## config.mk

```make
export PLATFORM = sky130hd
export DESIGN_NAME = id_ex_stage
export DESIGN_NICKNAME = d
export VERILOG_FILES = /design/src/rtl/id_ex_stage.sv
export SDC_FILE = /design/constraint.sdc
export NUM_CORES = 1
export LEC_CHECK = 0
export CORE_MARGIN = 5
export CORE_UTILIZATION = 25
export CTS_BUF_LIST = sky130_fd_sc_hd__clkbuf_4 sky130_fd_sc_hd__clkbuf_8
export DETAILED_ROUTE_END_ITERATION = 16
export GPL_TIMING_DRIVEN = 0
export HOLD_SLACK_MARGIN = 0.06
export PLACE_DENSITY = 0.56
export SETUP_SLACK_MARGIN = 0.5
export SLEW_MARGIN = 25
export SYNTH_ARGS = -nofsm -noshare
export SYNTH_HDL_FRONTEND = slang
export SYNTH_SLANG_ARGS = --single-unit
export TNS_END_PERCENT = 5
```

## constraint.sdc

```tcl
create_clock -name clk_i -period 2.1 [get_ports clk_i]
set_input_delay 0.42 -clock clk_i [delete_from_list [all_inputs] [get_ports clk_i]]
set_output_delay 0.42 -clock clk_i [all_outputs]
set_load 0.02 [all_outputs]
```

## src/rtl/id_ex_stage.sv

```systemverilog
// ID/EX pipeline register with load-use hazard detection,
// bubble insertion on stall or flush, and a saturating stall counter.
module id_ex_stage #(
    parameter int DATA_W = 32,
    parameter int REG_W  = 5,
    parameter int CNT_W  = 16
) (
    input  logic              clk_i,
    input  logic              rst_i,
    input  logic              flush_i,
    input  logic              id_valid_i,
    input  logic              RegDst_i,
    input  logic              ALUSrc_i,
    input  logic              RegWrite_i,
    input  logic              MemRead_i,
    input  logic              MemtoReg_i,
    input  logic              MemWrite_i,
    input  logic [1:0]        ALUOp_i,
    input  logic [DATA_W-1:0] rs_data_i,
    input  logic [DATA_W-1:0] rt_data_i,
    input  logic [DATA_W-1:0] imm_i,
    input  logic [REG_W-1:0]  rs_addr_i,
    input  logic [REG_W-1:0]  rt_addr_i,
    input  logic [REG_W-1:0]  rd_addr_i,
    output logic              stall_o,
    output logic              RegDst_o,
    output logic              ALUSrc_o,
    output logic              RegWrite_o,
    output logic              MemRead_o,
    output logic              MemtoReg_o,
    output logic              MemWrite_o,
    output logic [1:0]        ALUOp_o,
    output logic [DATA_W-1:0] rs_data_o,
    output logic [DATA_W-1:0] rt_data_o,
    output logic [DATA_W-1:0] imm_o,
    output logic [REG_W-1:0]  rs_addr_o,
    output logic [REG_W-1:0]  rt_addr_o,
    output logic [REG_W-1:0]  rd_addr_o,
    output logic              ex_valid_o,
    output logic [CNT_W-1:0]  stall_count_o
);

    logic rt_hit;
    logic bubble;
    logic cnt_inc;

    // $0 never carries a loaded value, so it can never cause a hazard
    assign rt_hit = (rt_addr_o != '0) &&
                    ((rt_addr_o == rs_addr_i) ||
                     (rt_addr_o == rt_addr_i));

    assign stall_o = id_valid_i & ex_valid_o & MemRead_o & rt_hit;
    assign bubble  = flush_i | stall_o;
    assign cnt_inc = stall_o & ~flush_i &
                     (stall_count_o != {CNT_W{1'b1}});

    always_ff @(posedge clk_i) begin
        if (rst_i) begin
            RegDst_o      <= 1'b0;
            ALUSrc_o      <= 1'b0;
            RegWrite_o    <= 1'b0;
            MemRead_o     <= 1'b0;
            MemtoReg_o    <= 1'b0;
            MemWrite_o    <= 1'b0;
            ALUOp_o       <= 2'b00;
            ex_valid_o    <= 1'b0;
            rs_data_o     <= '0;
            rt_data_o     <= '0;
            imm_o         <= '0;
            rs_addr_o     <= '0;
            rt_addr_o     <= '0;
            rd_addr_o     <= '0;
            stall_count_o <= '0;
        end else begin
            rs_data_o <= rs_data_i;
            rt_data_o <= rt_data_i;
            imm_o     <= imm_i;
            rs_addr_o <= rs_addr_i;
            rt_addr_o <= rt_addr_i;
            rd_addr_o <= rd_addr_i;
            if (bubble) begin
                RegDst_o   <= 1'b0;
                ALUSrc_o   <= 1'b0;
                RegWrite_o <= 1'b0;
                MemRead_o  <= 1'b0;
                MemtoReg_o <= 1'b0;
                MemWrite_o <= 1'b0;
                ALUOp_o    <= 2'b00;
                ex_valid_o <= 1'b0;
            end else begin
                RegDst_o   <= RegDst_i;
                ALUSrc_o   <= ALUSrc_i;
                RegWrite_o <= RegWrite_i;
                MemRead_o  <= MemRead_i;
                MemtoReg_o <= MemtoReg_i;
                MemWrite_o <= MemWrite_i;
                ALUOp_o    <= ALUOp_i;
                ex_valid_o <= id_valid_i;
            end
            if (cnt_inc)
                stall_count_o <= stall_count_o + 1'b1;
        end
    end

endmodule
```

==> results of run 1 <==
sequential cells by signal (all words and copies together), names as in the netlist:
name,count
ALUOp_o,2
ALUSrc_o,1
MemRead_o,1
MemWrite_o,1
MemtoReg_o,1
RegDst_o,1
RegWrite_o,1
ex_valid_o,1
imm_o,32
rd_addr_o,5
rs_addr_o,5
rs_data_o,32
rt_addr_o,5
rt_data_o,32
stall_count_o,16
worst paths after layout:
kind / start / to / slack, ps / depth (start not counted)
worst max-delay path: id_valid_i / stall_count_o[13] / -60 / 9
worst min-delay path: rs_addr_i[2] / rs_addr_o[2] / 480 / 2
worst max register to register: rt_addr_o[4] / stall_count_o[13] / -20 / 9
worst min register to register: stall_count_o[11] / stall_count_o[11] / 500 / 2
repair_timing:
| action | CTS | global route |
|---|---|---|
| setup buffers | 15 | 0 |
| pin swaps | 8 | 2 |
| endpoints found under the setup margin | 252 | 42 |
| gates resized for setup | 209 | 14 |
| cloned | 1 | 0 |
layout make-up:
| cell class | instances | area, um2 |
|---|---|---|
| timing repair buffer | 275 | 2560 |
| multi-input combinational | 207 | 1430 |
| clock inverter | 11 | 145 |
| buffer | 15 | 76.3 |
| sequential | 136 | 2750 |
| clock buffer | 21 | 283 |
| inverter | 5 | 18.8 |
| tap | 220 | 275 |
| fill | 1604 | 8940 |
critical path, stage by stage:
cell                              delay, ps
sky130_fd_sc_hd__clkdlybuf4s50_1        520
sky130_fd_sc_hd__o2111ai_4              140
sky130_fd_sc_hd__buf_4                  160
sky130_fd_sc_hd__buf_6                  100
sky130_fd_sc_hd__buf_6                  110
sky130_fd_sc_hd__a311oi_4               300
sky130_fd_sc_hd__nand4_1                240
sky130_fd_sc_hd__or3_1                  370
sky130_fd_sc_hd__a21oi_1                140
layout by cell type (no fill, tap or decap), types with 3 or more instances in the layout:
cell type                           n
sky130_fd_sc_hd__nand2_1            7
sky130_fd_sc_hd__o31ai_1            4
sky130_fd_sc_hd__clkbuf_8          20
sky130_fd_sc_hd__clkbuf_2           6
sky130_fd_sc_hd__clkinvlp_4         3
sky130_fd_sc_hd__nand4_1            4
sky130_fd_sc_hd__dfxtp_1          126
sky130_fd_sc_hd__nor2b_1          112
sky130_fd_sc_hd__nor2_1             9
sky130_fd_sc_hd__inv_1              5
sky130_fd_sc_hd__buf_4             13
sky130_fd_sc_hd__or4_1              5
sky130_fd_sc_hd__clkinv_2           3
sky130_fd_sc_hd__buf_6              6
sky130_fd_sc_hd__clkdlybuf4s15_2   11
sky130_fd_sc_hd__and3_4             3
sky130_fd_sc_hd__o21ai_0            3
sky130_fd_sc_hd__bufinv_16          3
sky130_fd_sc_hd__clkbuf_1          10
sky130_fd_sc_hd__clkdlybuf4s50_1  122
sky130_fd_sc_hd__and2_1            10
sky130_fd_sc_hd__dfxtp_2            6
sky130_fd_sc_hd__a21oi_1            7
sky130_fd_sc_hd__nand3_1            7
sky130_fd_sc_hd__buf_2              5
sky130_fd_sc_hd__dfxtp_4            4
sky130_fd_sc_hd__dlygate4sd2_1    113
sky130_fd_sc_hd__xnor2_1           11
sky130_fd_sc_hd__xor2_1             3
sky130_fd_sc_hd__or3_1              3
logic make-up (layout without fill, tap and decap cells):
group           after synthesis  in the layout  synth area share
buf+inv                      20            327            0.0222
simple gates                168            168             0.247
mux                           1              1           0.00240
compound gates               23             23            0.0426
fa+ha+maj                     1              1           0.00300
flops                       136            136             0.653
xor+xnor                     14             14            0.0294
report_power, final:
part           leakage, nW  internal, W  switching [W]  total, W
clock network        0.212      0.00128       0.000983   0.00227
logic                 1.92     0.000397       0.000328  0.000724
registers             1.13      0.00269      0.0000310   0.00273
metal layers:
layer | wire length, um | vias up | track usage
met5 | 0 | - | 0
met4 | 238 | 0 | 0.0422
met3 | 1120 | 18 | 0.0610
met2 | 6590 | 158 | 0.233
met1 | 5050 | 1631 | 0.138
li1 | - | 1755 | -
per-stage QoR:
step	cell area [um2]	std cells	utilization	TNS, ps	power (W)
final	7530	890	0.457	-281	0.00572
after global routing	7530	890	0.457	-1220	0.00598
after CTS	7540	890	0.458	-102	0.00583
after detailed placement	7060	842	0.429	-15970	0.00360
after global placement	7060	842	0.429	-14160	0.00359
after floorplan	4190	363	-	0	0.00309
==> impl_results.md, run 1 <==
* Outcome: complete, but fails checks
* Violations in the final reports: setup timing
* Final slew viol count at 0
* Clk buf depth at 2
* Unique masters post-synth at 34
* Layout Area Growth over Synthesis at 80.5%
* Primary FF master, synth: sky130_fd_sc_hd__dfxtp_1
* Cell Rows at 47
* Drc violations at 0
* Antenna-violating nets left at 0
* Highest fanout seen on the critical path at 4
* Clock H-tree levels at 4
* Final weighted congestion in routability-driven placement at 0.791
* Number of buffers inserted by port buffering at 259
* Peak supply drop at 0.000328 V
* Pre-CTS worst setup slack at -800 ps
* Final setup viols at 7
* Max capacitance violation total at 0
* Syn Nets at 487
* Post-route worst hold slack at 477 ps
* Grt ovf at 0
* Top-level port count at 260
* Count of routing violations after the opening detailed-route iteration at 61
* Power density normalized to cell area at 759 mW/mm2
* Cell area after synthesis at 0.00417 mm2
* Tcrit/Tclk final at 1.03
* Vias/cell at 4.00
* Wire length of the first global-routing pass at 19.9 mm
* Via count of the routed design at 3,562
* Most common cell in the synthesized netlist: sky130_fd_sc_hd__dfxtp_1
* Final Hold Fails at 0
* Die Wd at between 100 and 150 um
* Final clock skew at ~8.7 ps
* Inserted Clock Buffers at 17
* CTS Hold Buffers Added at 0
* Post-Route WL at 13.0 mm
* Sequential share of the synthesized area at 0.653
* Routed length per placed instance at roughly 15 um
* Reg clk slew, reported paths at 70 ps
* TritonCTS clock tree: yes
* Biggest area consumer among synthesized cells: sky130_fd_sc_hd__dfxtp_1
* Inserted Diodes at 0
* Number of antenna violations at the first check in global routing at 0
* Startpoint class of the critical path: input port
* Count of synthesis-stage warnings from yosys at 0
* Worst path arrival time at 2500 ps
* Height of the die at 139 um
* Number of enable-type register cells in the synthesized netlist at 0
* Post-synthesis cell count at 363
* Pin count of the biggest net entering global routing at 17
* Type of element capturing the critical path: flip-flop
* Commonest cells post-synth: 136 x sky130_fd_sc_hd__dfxtp_1, 113 x sky130_fd_sc_hd__nor2b_1, 12 x sky130_fd_sc_hd__clkbuf_1
* Async set or reset register ratio after synthesis at 0
* Overall die area at 0.0194 mm2
* Num Clock Sinks at between 100 and 150
* Synthesized flop and latch total at 136
* Min cycle time layout at approximately 2200 ps
* Fin nets at 781
* Proportion of netlist area held by the largest area contributor at 0.653
* CTS root buffer: sky130_fd_sc_hd__clkbuf_8
* Leak pwr at 3.26 nW
* Kind of critical path: input port to flip-flop
* Number of global-route vias before repair at ~3,700
* Core footprint at 0.0165 mm2
* Pin slew with the least headroom to its limit at 532 ps
* HPWL Detailed at around 10 mm
* Post-synthesis average cell area at around 11 um2
* Setup repair after global routing missed its margin: true
* Overall track demand over capacity in global routing at 0.131
* Starting density of the core at 0.253
* Clock latency on the worst-skew pair at 420 ps
* Highest clock rate at 463 MHz
* WP data required at 2450 ps
* Largest cells by area after synthesis: sky130_fd_sc_hd__dfxtp_1 65%, sky130_fd_sc_hd__nor2b_1 17%, sky130_fd_sc_hd__xnor2_1 2.3%
* Final WS setup at -57.8 ps
* Min-Delay Path Class: input port to flip-flop
* First-pass detailed-route iteration total at 4
* Fraction of layout cells with a size suffix above 1 at 0.151
* Slew Limit Headroom at 0.645
Note: power is estimated with default switching activity, not from simulation.
==> run 2: changes to the inputs <==
ABC_AREA = 1   (was not set)
GPL_ROUTABILITY_DRIVEN = 1   (was not set)
PLACE_DENSITY = 0.54   (was 0.56)
==> run 2 against run 1 <==
The run now ends clean. Global-route usage increased by 0.80 points. Sequential share of layout area down 1.9 points. Non-clock buffer count down 14. Clock-buffer cell count is 4 lower.
==> impl_results.md, run 2 <==
* CTS Hold Buffers Added at 0 (unchanged)
* Async set or reset register ratio after synthesis at 0 (unchanged)
* Proportion of netlist area held by the largest area contributor at 0.590 (-0.0632)
* Inserted Diodes at 0 (unchanged)
* RR Startpoint: stall_count_o[0]
* Internal power at 0.00413 W (-5.6%)
* Most common cell in the synthesized netlist: sky130_fd_sc_hd__nor2_1
* Wire length of the first global-routing pass at 22.7 mm (+14%)
* Final weighted congestion in routability-driven placement at 0.756 (-4.4%)
* Synthesized flop and latch total at 136 (unchanged)
* Startpoint class of the critical path: input port
* Min cycle time layout at 1930 ps (-233 ps)
* Setup slack of the most critical reg-to-reg path at 480 ps (+500 ps)
* Share of total power in the clock network at 0.379 (-0.017)
* Dominant combinational cell family by area after synthesis: simple AND/OR/NAND/NOR gates
* Outcome: completed
* XOR/XNOR share of the synthesized area at 0.00949 (-0.0199)
* Sequential Power Share at 0.477 (about the same)
* Routed length on met3 at 1.88 mm (+68%)
* Reg clk slew, reported paths at 80 ps (about the same)
* Area taken by flip-flops and latches at 0.00274 mm2 (-0.18%)
* Post-synthesis cell count at 579 (+60%)
* HPWL Detailed at 11.6 mm (+14%)
* Kind of critical path: input port to output pin
* Leak pwr at 3.74 nW (+15%)
* TritonCTS clock tree: yes
* Switching Share at 0.279 (+0.0443)
* Commonest cells post-synth: 159 x sky130_fd_sc_hd__nor2_1, 145 x sky130_fd_sc_hd__inv_1, 136 x sky130_fd_sc_hd__dfxtp_1
* Most used cells in the layout excluding fill and tap cells: 237 x sky130_fd_sc_hd__clkdlybuf4s50_1, 156 x sky130_fd_sc_hd__nor2_1, 142 x sky130_fd_sc_hd__inv_1
* Overall track demand over capacity in global routing at 0.139 (+0.00798)
* Syn Nets at 703 (+44%)
* Tcrit/Tclk final at 0.917 (-0.111)
* Pin slew with the least headroom to its limit at 575 ps (+43.2 ps)
* Cell Rows at 49 (+4.3%)
* Number of antenna violations at the first check in global routing at 0 (unchanged)
* Clk buf depth at 2 (unchanged)
* Synth Area in Adders at 0.00271 (-0.000290)
* First-pass detailed-route iteration total at 4 (unchanged)
* Source of the worst hold timing path: rs_addr_i[0]
* Multi-input gate area at 0.00128 mm2 (-9.9%)
* Final Hold Fails at 0 (unchanged)
* Count of filler cells inserted in the layout at 1,838 (+15%)
* Total Neg Setup Slack at 0 ps (+281 ps)
* Final clock skew at 14.0 ps (+5.31 ps)
* Min-Delay Path Class: input port to flip-flop
* FF-to-FF End: stall_count_o[1]
* Worst Hold Depth at 3 (+1)
* Number of global-route vias before repair at 4,137 (+11%)
* Highest fanout seen on the critical path at 2 (-2)
* Overall die area at 0.0213 mm2 (+9.9%)
* Layout Area Growth over Synthesis at 71.8%
* Count of synthesis-stage warnings from yosys at 0 (unchanged)
* Number of enable-type register cells in the synthesized netlist at 0 (unchanged)
* Combinational share of power at 0.144 (+0.017)
* Clock H-tree levels at 4 (unchanged)
* Number of buffers inserted by port buffering at 258 (-0.39%)
* Post-route met1 wirelength at 5.49 mm (+8.7%)
* Sequential share of the synthesized area at 0.590 (-0.0632)
* Setup repair after global routing missed its margin: true
* Count of routing violations after the opening detailed-route iteration at 134 (+120%)
* Basic-gate share of the synthesized area counting and, or, nand and nor cells at 0.255 (+0.00724)
* Routed length per placed instance at 13.3 um (-8.9%)
* Final setup viols at 0 (-7)
* Post-Route WL at 14.6 mm (+13%)
* Slew Limit Headroom at 0.617 (-0.0288)
* Largest cells by area after synthesis: sky130_fd_sc_hd__dfxtp_1 59%, sky130_fd_sc_hd__nor2_1 13%, sky130_fd_sc_hd__inv_1 12%
* Height of the die at 146 um (+4.8%)
* Compound-cell area share of the yosys netlist at 0.00732 (-0.0353)
* Top-level port count at 260 (unchanged)
* Max capacitance violation total at 0 (unchanged)
* Highest clock rate at 519 MHz (+12%)
* Inserted Clock Buffers at 17 (unchanged)
* Core footprint at 0.0181 mm2 (+9.8%)
* Type of element capturing the critical path: output pin
* Worst path arrival time at 1510 ps (-990 ps)
* Destination of the worst hold path: rs_addr_o[0]
* Clock latency on the worst-skew pair at 440 ps (+20 ps)
* Fraction of layout cells with a size suffix above 1 at 0.115 (-0.0361)
* Reg2reg path depth at 9 (unchanged)
* Primary FF master, synth: sky130_fd_sc_hd__dfxtp_1
* Power density normalized to cell area at 723 mW/mm2 (-4.9%)
* Fin nets at 983 (+26%)
* Die Wd at 146 um (+4.8%)
* Via count of the routed design at 4,134 (+16%)
* WP data required at 1680 ps (-770 ps)
* Post-synthesis average cell area at 7.97 um2 (-31%)
* Fraction of synthesized area in multiplexers at 0 (-0.00240)
* Peak supply drop at 0.000397 V (+21%)
* Most frequent standard cell in the layout excluding fill and tap cells: sky130_fd_sc_hd__clkdlybuf4s50_1
* Cell area after synthesis at 0.00462 mm2 (+11%)
* Final slew viol count at 0 (unchanged)
* Top layer used by detailed routing: met4
* Fin util at 0.438 (-0.0187)
* Num Clock Sinks at 136 (unchanged)
* CTS root buffer: sky130_fd_sc_hd__clkbuf_8
* Net switching power at 0.00160 W (+19%)
* Pin count of the biggest net entering global routing at 17 (unchanged)
* Unique masters post-synth at 26 (-24%)
* Starting density of the core at 0.255 (+0.00201)
* Met2 wire length at 7.07 mm (+7.3%)
* Registers with the most flip-flops: imm_o x32, rs_data_o x32, rt_data_o x32
* Vias/cell at 3.75 (-6.2%)
* Biggest area consumer among synthesized cells: sky130_fd_sc_hd__dfxtp_1
* Drc violations at 0 (unchanged)
* Antenna-violating nets left at 0 (unchanged)
* Grt ovf at 0 (unchanged)
[run 2: worst max-delay path by stage]
stage | start | end | slack (ps) | depth (start not counted)
final | rs_addr_i[4] | stall_o | 170 | 7
after detailed placement | rt_addr_i[1] | stall_o | -560 | 10
after floorplan | stall_count_o[1] | stall_count_o[0] | 500 | 9
after global routing | rt_addr_o[0] | stall_o | 60 | 7
after global placement | rs_addr_i[2] | stall_o | -550 | 10
after CTS | rt_addr_o[1] | stall_o | 110 | 9
[run 2: kinds of logic after synthesis]
| logic type | after synthesis |
|---|---|
| flops | 136 |
| xor+xnor | 5 |
| simple gates | 266 |
| buf+inv | 165 |
| fa+ha+maj | 1 |
| compound gates | 6 |
[run 2: power groups by stage]
stage	clock network, W	registers [W]	logic, W
6_report	0.00217	0.00273	0.000825
2_1_floorplan	0	0.00295	0.000154
3_3_place_gp	0	0.00279	0.000841
5_1_grt	0.00239	0.00275	0.000890
4_1_cts	0.00225	0.00273	0.000843
3_5_place_dp	0	0.00279	0.000839
[run 2: critical path: stages]
cell and delay [ps]:
sky130_fd_sc_hd__clkdlybuf4s50_1 510, sky130_fd_sc_hd__xnor2_1 160, sky130_fd_sc_hd__nand3_2 120, sky130_fd_sc_hd__nand2_4 100, sky130_fd_sc_hd__nand2_4 50, sky130_fd_sc_hd__inv_2 40, sky130_fd_sc_hd__buf_6 100
[run 2: timing repair]
action                     4_1_cts  5_1_grt
pin swaps                        9        7
setup endpoints to repair      143      156
buffers inserted                 3        0
resized for setup               42       18
[run 2: per-stage QoR]
stage	instance area, um2	hold WS, ps	instances	total power (W)	worst slack (ps)
finish	7930	252	1101	0.00573	175
global route	7930	227	1101	0.00602	64.4
CTS	7930	304	1101	0.00583	107
detailed placement	7490	512	1066	0.00363	-563
global placement	7490	515	1066	0.00363	-551
floorplan	4620	520	579	0.00310	504
[run 2: per-layer routing]
metal | up-vias | GRT usage
met1 | 1761 | 0.140
met3 | 18 | 0.0884
li1 | 2193 | -
met5 | - | 0
met2 | 162 | 0.237
met4 | 0 | 0.0442
[run 2: final cells by class]
class / instances / share of cell area
tap: 229 / 0.0361
multi-input combinational: 278 / 0.162
sequential: 136 / 0.346
clock inverter: 15 / 0.0204
timing repair buffer: 261 / 0.327
clock buffer: 17 / 0.0295
buffer: 15 / 0.00821
inverter: 150 / 0.0710
==> run 3: changes to the inputs <==
MAX_ROUTING_LAYER = met4   (was not set)
==> run 3 against run 2 <==
Maximum frequency is essentially flat. Non-clock buffer count did not move. Largest cell class unchanged. Power about the same. Final area barely moved. Sequential power barely moved. Clock-buffer cell count did not move.
==> impl_results.md, run 3 (same netlist as run 2, synthesis figures left out) <==
* Worst path arrival time at 1510 ps (about the same)
* Count of routing violations after the opening detailed-route iteration at 132 (-1.5%)
* Worst Hold Depth at 3 (unchanged)
* Vias/cell at 3.76 (about the same)
* Grt ovf at 0 (unchanged)
* Final Hold Fails at 0 (unchanged)
* Number of antenna violations at the first check in global routing at 0 (unchanged)
* Fraction of layout cells with a size suffix above 1 at 0.116 (+0.00115)
* Fin util at 0.438 (about the same)
* Overall die area at 0.0213 mm2 (unchanged)
* Count of filler cells inserted in the layout at 1,840 (+0.11%)
* Min cycle time layout at 1930 ps (-0.00300 ps)
* Post-route total power at 0.00573 W (about the same)
* Multi-input gate area at 0.00128 mm2 (unchanged)
* Highest fanout seen on the critical path at 2 (unchanged)
* Total Neg Setup Slack at 0 ps (unchanged)
* Final clock skew at 12.5 ps (-1.50 ps)
* Height of the die at 146 um (unchanged)
* Final cell count without fillers at 1,101 (unchanged)
* WP data required at 1680 ps (about the same)
* Critical path depth at 7 (unchanged)
* CTS Hold Buffers Added at 0 (unchanged)
* Area taken by flip-flops and latches at 0.00274 mm2 (unchanged)
* Number of buffers inserted by port buffering at 258 (unchanged)
* Registers with the most flip-flops: imm_o x32, rs_data_o x32, rt_data_o x32
* Top-level port count at 260 (unchanged)
* Antenna-violating nets left at 0 (unchanged)
* RR Startpoint: stall_count_o[0]
* Critical-path top delay cell: sky130_fd_sc_hd__clkdlybuf4s50_1
* Post-Route WL at 14.7 mm (+0.23%)
* Peak supply drop at 0.000398 V (about the same)
* Min-Delay Path Class: input port to flip-flop
* Clock H-tree levels at 4 (unchanged)
* Critical path, cell by cell: clkdlybuf4s50_1 > xnor2_1 > nand3_2 > nand2_4 > nand2_4 > inv_2 > buf_6
* Launching element of the worst setup path: rs_addr_i[4]
* CTS root buffer: sky130_fd_sc_hd__clkbuf_8
* Reg clk slew, reported paths at 80 ps (about the same)
* Most used cells in the layout excluding fill and tap cells: 237 x sky130_fd_sc_hd__clkdlybuf4s50_1, 156 x sky130_fd_sc_hd__nor2_1, 142 x sky130_fd_sc_hd__inv_1
* Pin count of the biggest net entering global routing at 17 (unchanged)
* Starting density of the core at 0.255 (unchanged)
* Routed length per placed instance at 13.3 um (+0.23%)
* Highest clock rate at 519 MHz (about the same)
* Final weighted congestion in routability-driven placement at 0.766 (+1.3%)
* HPWL Detailed at 11.6 mm (unchanged)
* Kind of critical path: input port to output pin
* Pin slew with the least headroom to its limit at 572 ps (-2.63 ps)
* Cell Rows at 49 (unchanged)
* Num Clock Sinks at 136 (unchanged)
* Core footprint at 0.0181 mm2 (unchanged)
* Post-route worst hold slack at 246 ps (-6.38 ps)
* Inserted Diodes at 0 (unchanged)
* Source of the worst hold timing path: rs_addr_i[0]
* Power density normalized to cell area at 724 mW/mm2 (+0.13%)
* Clk buf depth at 2 (unchanged)
* Setup slack of the most critical reg-to-reg path at 480 ps (about the same)
* Final setup viols at 0 (unchanged)
* Tcrit/Tclk final at 0.917 (about the same)
* Outcome: completed
* Drc violations at 0 (unchanged)
* CP peak stage delay at 510 ps (about the same)
* Overall track demand over capacity in global routing at 0.143 (+0.00427)
* Reg2reg path depth at 9 (unchanged)
* Startpoint class of the critical path: input port
* Max capacitance violation total at 0 (unchanged)
* Type of element capturing the critical path: output pin
* Fin nets at 983 (unchanged)
* First-pass detailed-route iteration total at 4 (unchanged)
* Leak pwr at 3.72 nW (-0.47%)
* Family of cells with the greatest summed delay on the critical path: buffers and inverters
* Wire length of the first global-routing pass at 22.5 mm (-0.79%)
* Most frequent standard cell in the layout excluding fill and tap cells: sky130_fd_sc_hd__clkdlybuf4s50_1
* Number of placed cells counting well taps at 1,066 (unchanged)
* Number of global-route vias before repair at 4,192 (+1.3%)
* Slew Limit Headroom at 0.618 (+0.00175)
* Timing endpoint of the critical path: stall_o
* Setup repair after global routing missed its margin: true
* Layout Area Growth over Synthesis at 71.6% (about the same)
* Via count of the routed design at 4,138 (+0.097%)
* TritonCTS clock tree: yes
* Inserted Clock Buffers at 17 (unchanged)
* CP bufs+invs at 3 (unchanged)
* FF-to-FF End: stall_count_o[1]
* Die Wd at 146 um (unchanged)
* Final slew viol count at 0 (unchanged)
* Clock latency on the worst-skew pair at 450 ps (about the same)
* Cell occurring most often along the worst timing path: sky130_fd_sc_hd__nand2_4
==> run 3: cell types whose count changed in the layout (fill, tap and decap cells not counted), sizes merged <==
cell / delta
clkbuf: +1
dlymetal6s2s: -1
==> run 3: where the power goes <==
part           switching [W]  leakage (nW)  total [W]  internal [W]
Sequential         0.0000358          1.13    0.00273       0.00270
Clock                0.00119         0.196    0.00217      0.000985
Combinational       0.000378          2.39   0.000826      0.000448
Total                0.00160          3.72    0.00573       0.00413
==> run 3: worst min path at each step <==
stage	to
after floorplan	rt_addr_o[0]
final	rs_addr_o[0]
after CTS	rt_addr_o[0]
after detailed placement	stall_count_o[15]
after global routing	rs_addr_o[0]
after global placement	stall_count_o[15]
==> run 3: stage by stage <==
stage / instance area (um2) / setup slack [ps]
3_5_place_dp: 7490 / -563
5_1_grt: 7920 / 60.2
4_1_cts: 7930 / 107
6_report: 7920 / 175
3_3_place_gp: 7490 / -551
2_1_floorplan: 4620 / 504
==> run 3: layout make-up <==
class / count / area share
plain buffers: 15 / 0.00821
clock buffers: 17 / 0.0295
clock inverters: 15 / 0.0204
inverters: 150 / 0.0711
multi-input cells: 278 / 0.162
flip-flops and latches: 136 / 0.346
well taps: 229 / 0.0362
repair buffers: 261 / 0.326
==> run 3: worst reg2reg max path, delay by kind of cell, from the launching register on <==
family / cells / cell delay, ps
buffers and inverters: 1 / 160
AND/OR/NAND/NOR: 7 / 770
flip-flops: 1 / 400
adder cells (fa/ha/maj): 1 / 190
==> run 3: per-layer routing <==
layer,part of all wire,global-route usage,vias up
li1,-,-,2192
met1,0.39,0.146,1771
met2,0.49,0.237,163
met3,0.11,0.0807,12
met4,0.010,0.0413,0
met5,0,-,-
==> run 3: what timing repair did <==
action | in CTS | in global routing
endpoints found under the setup margin | 143 | 157
pin swaps | 9 | 7
resized for setup | 42 | 19
setup buffers | 3 | 0
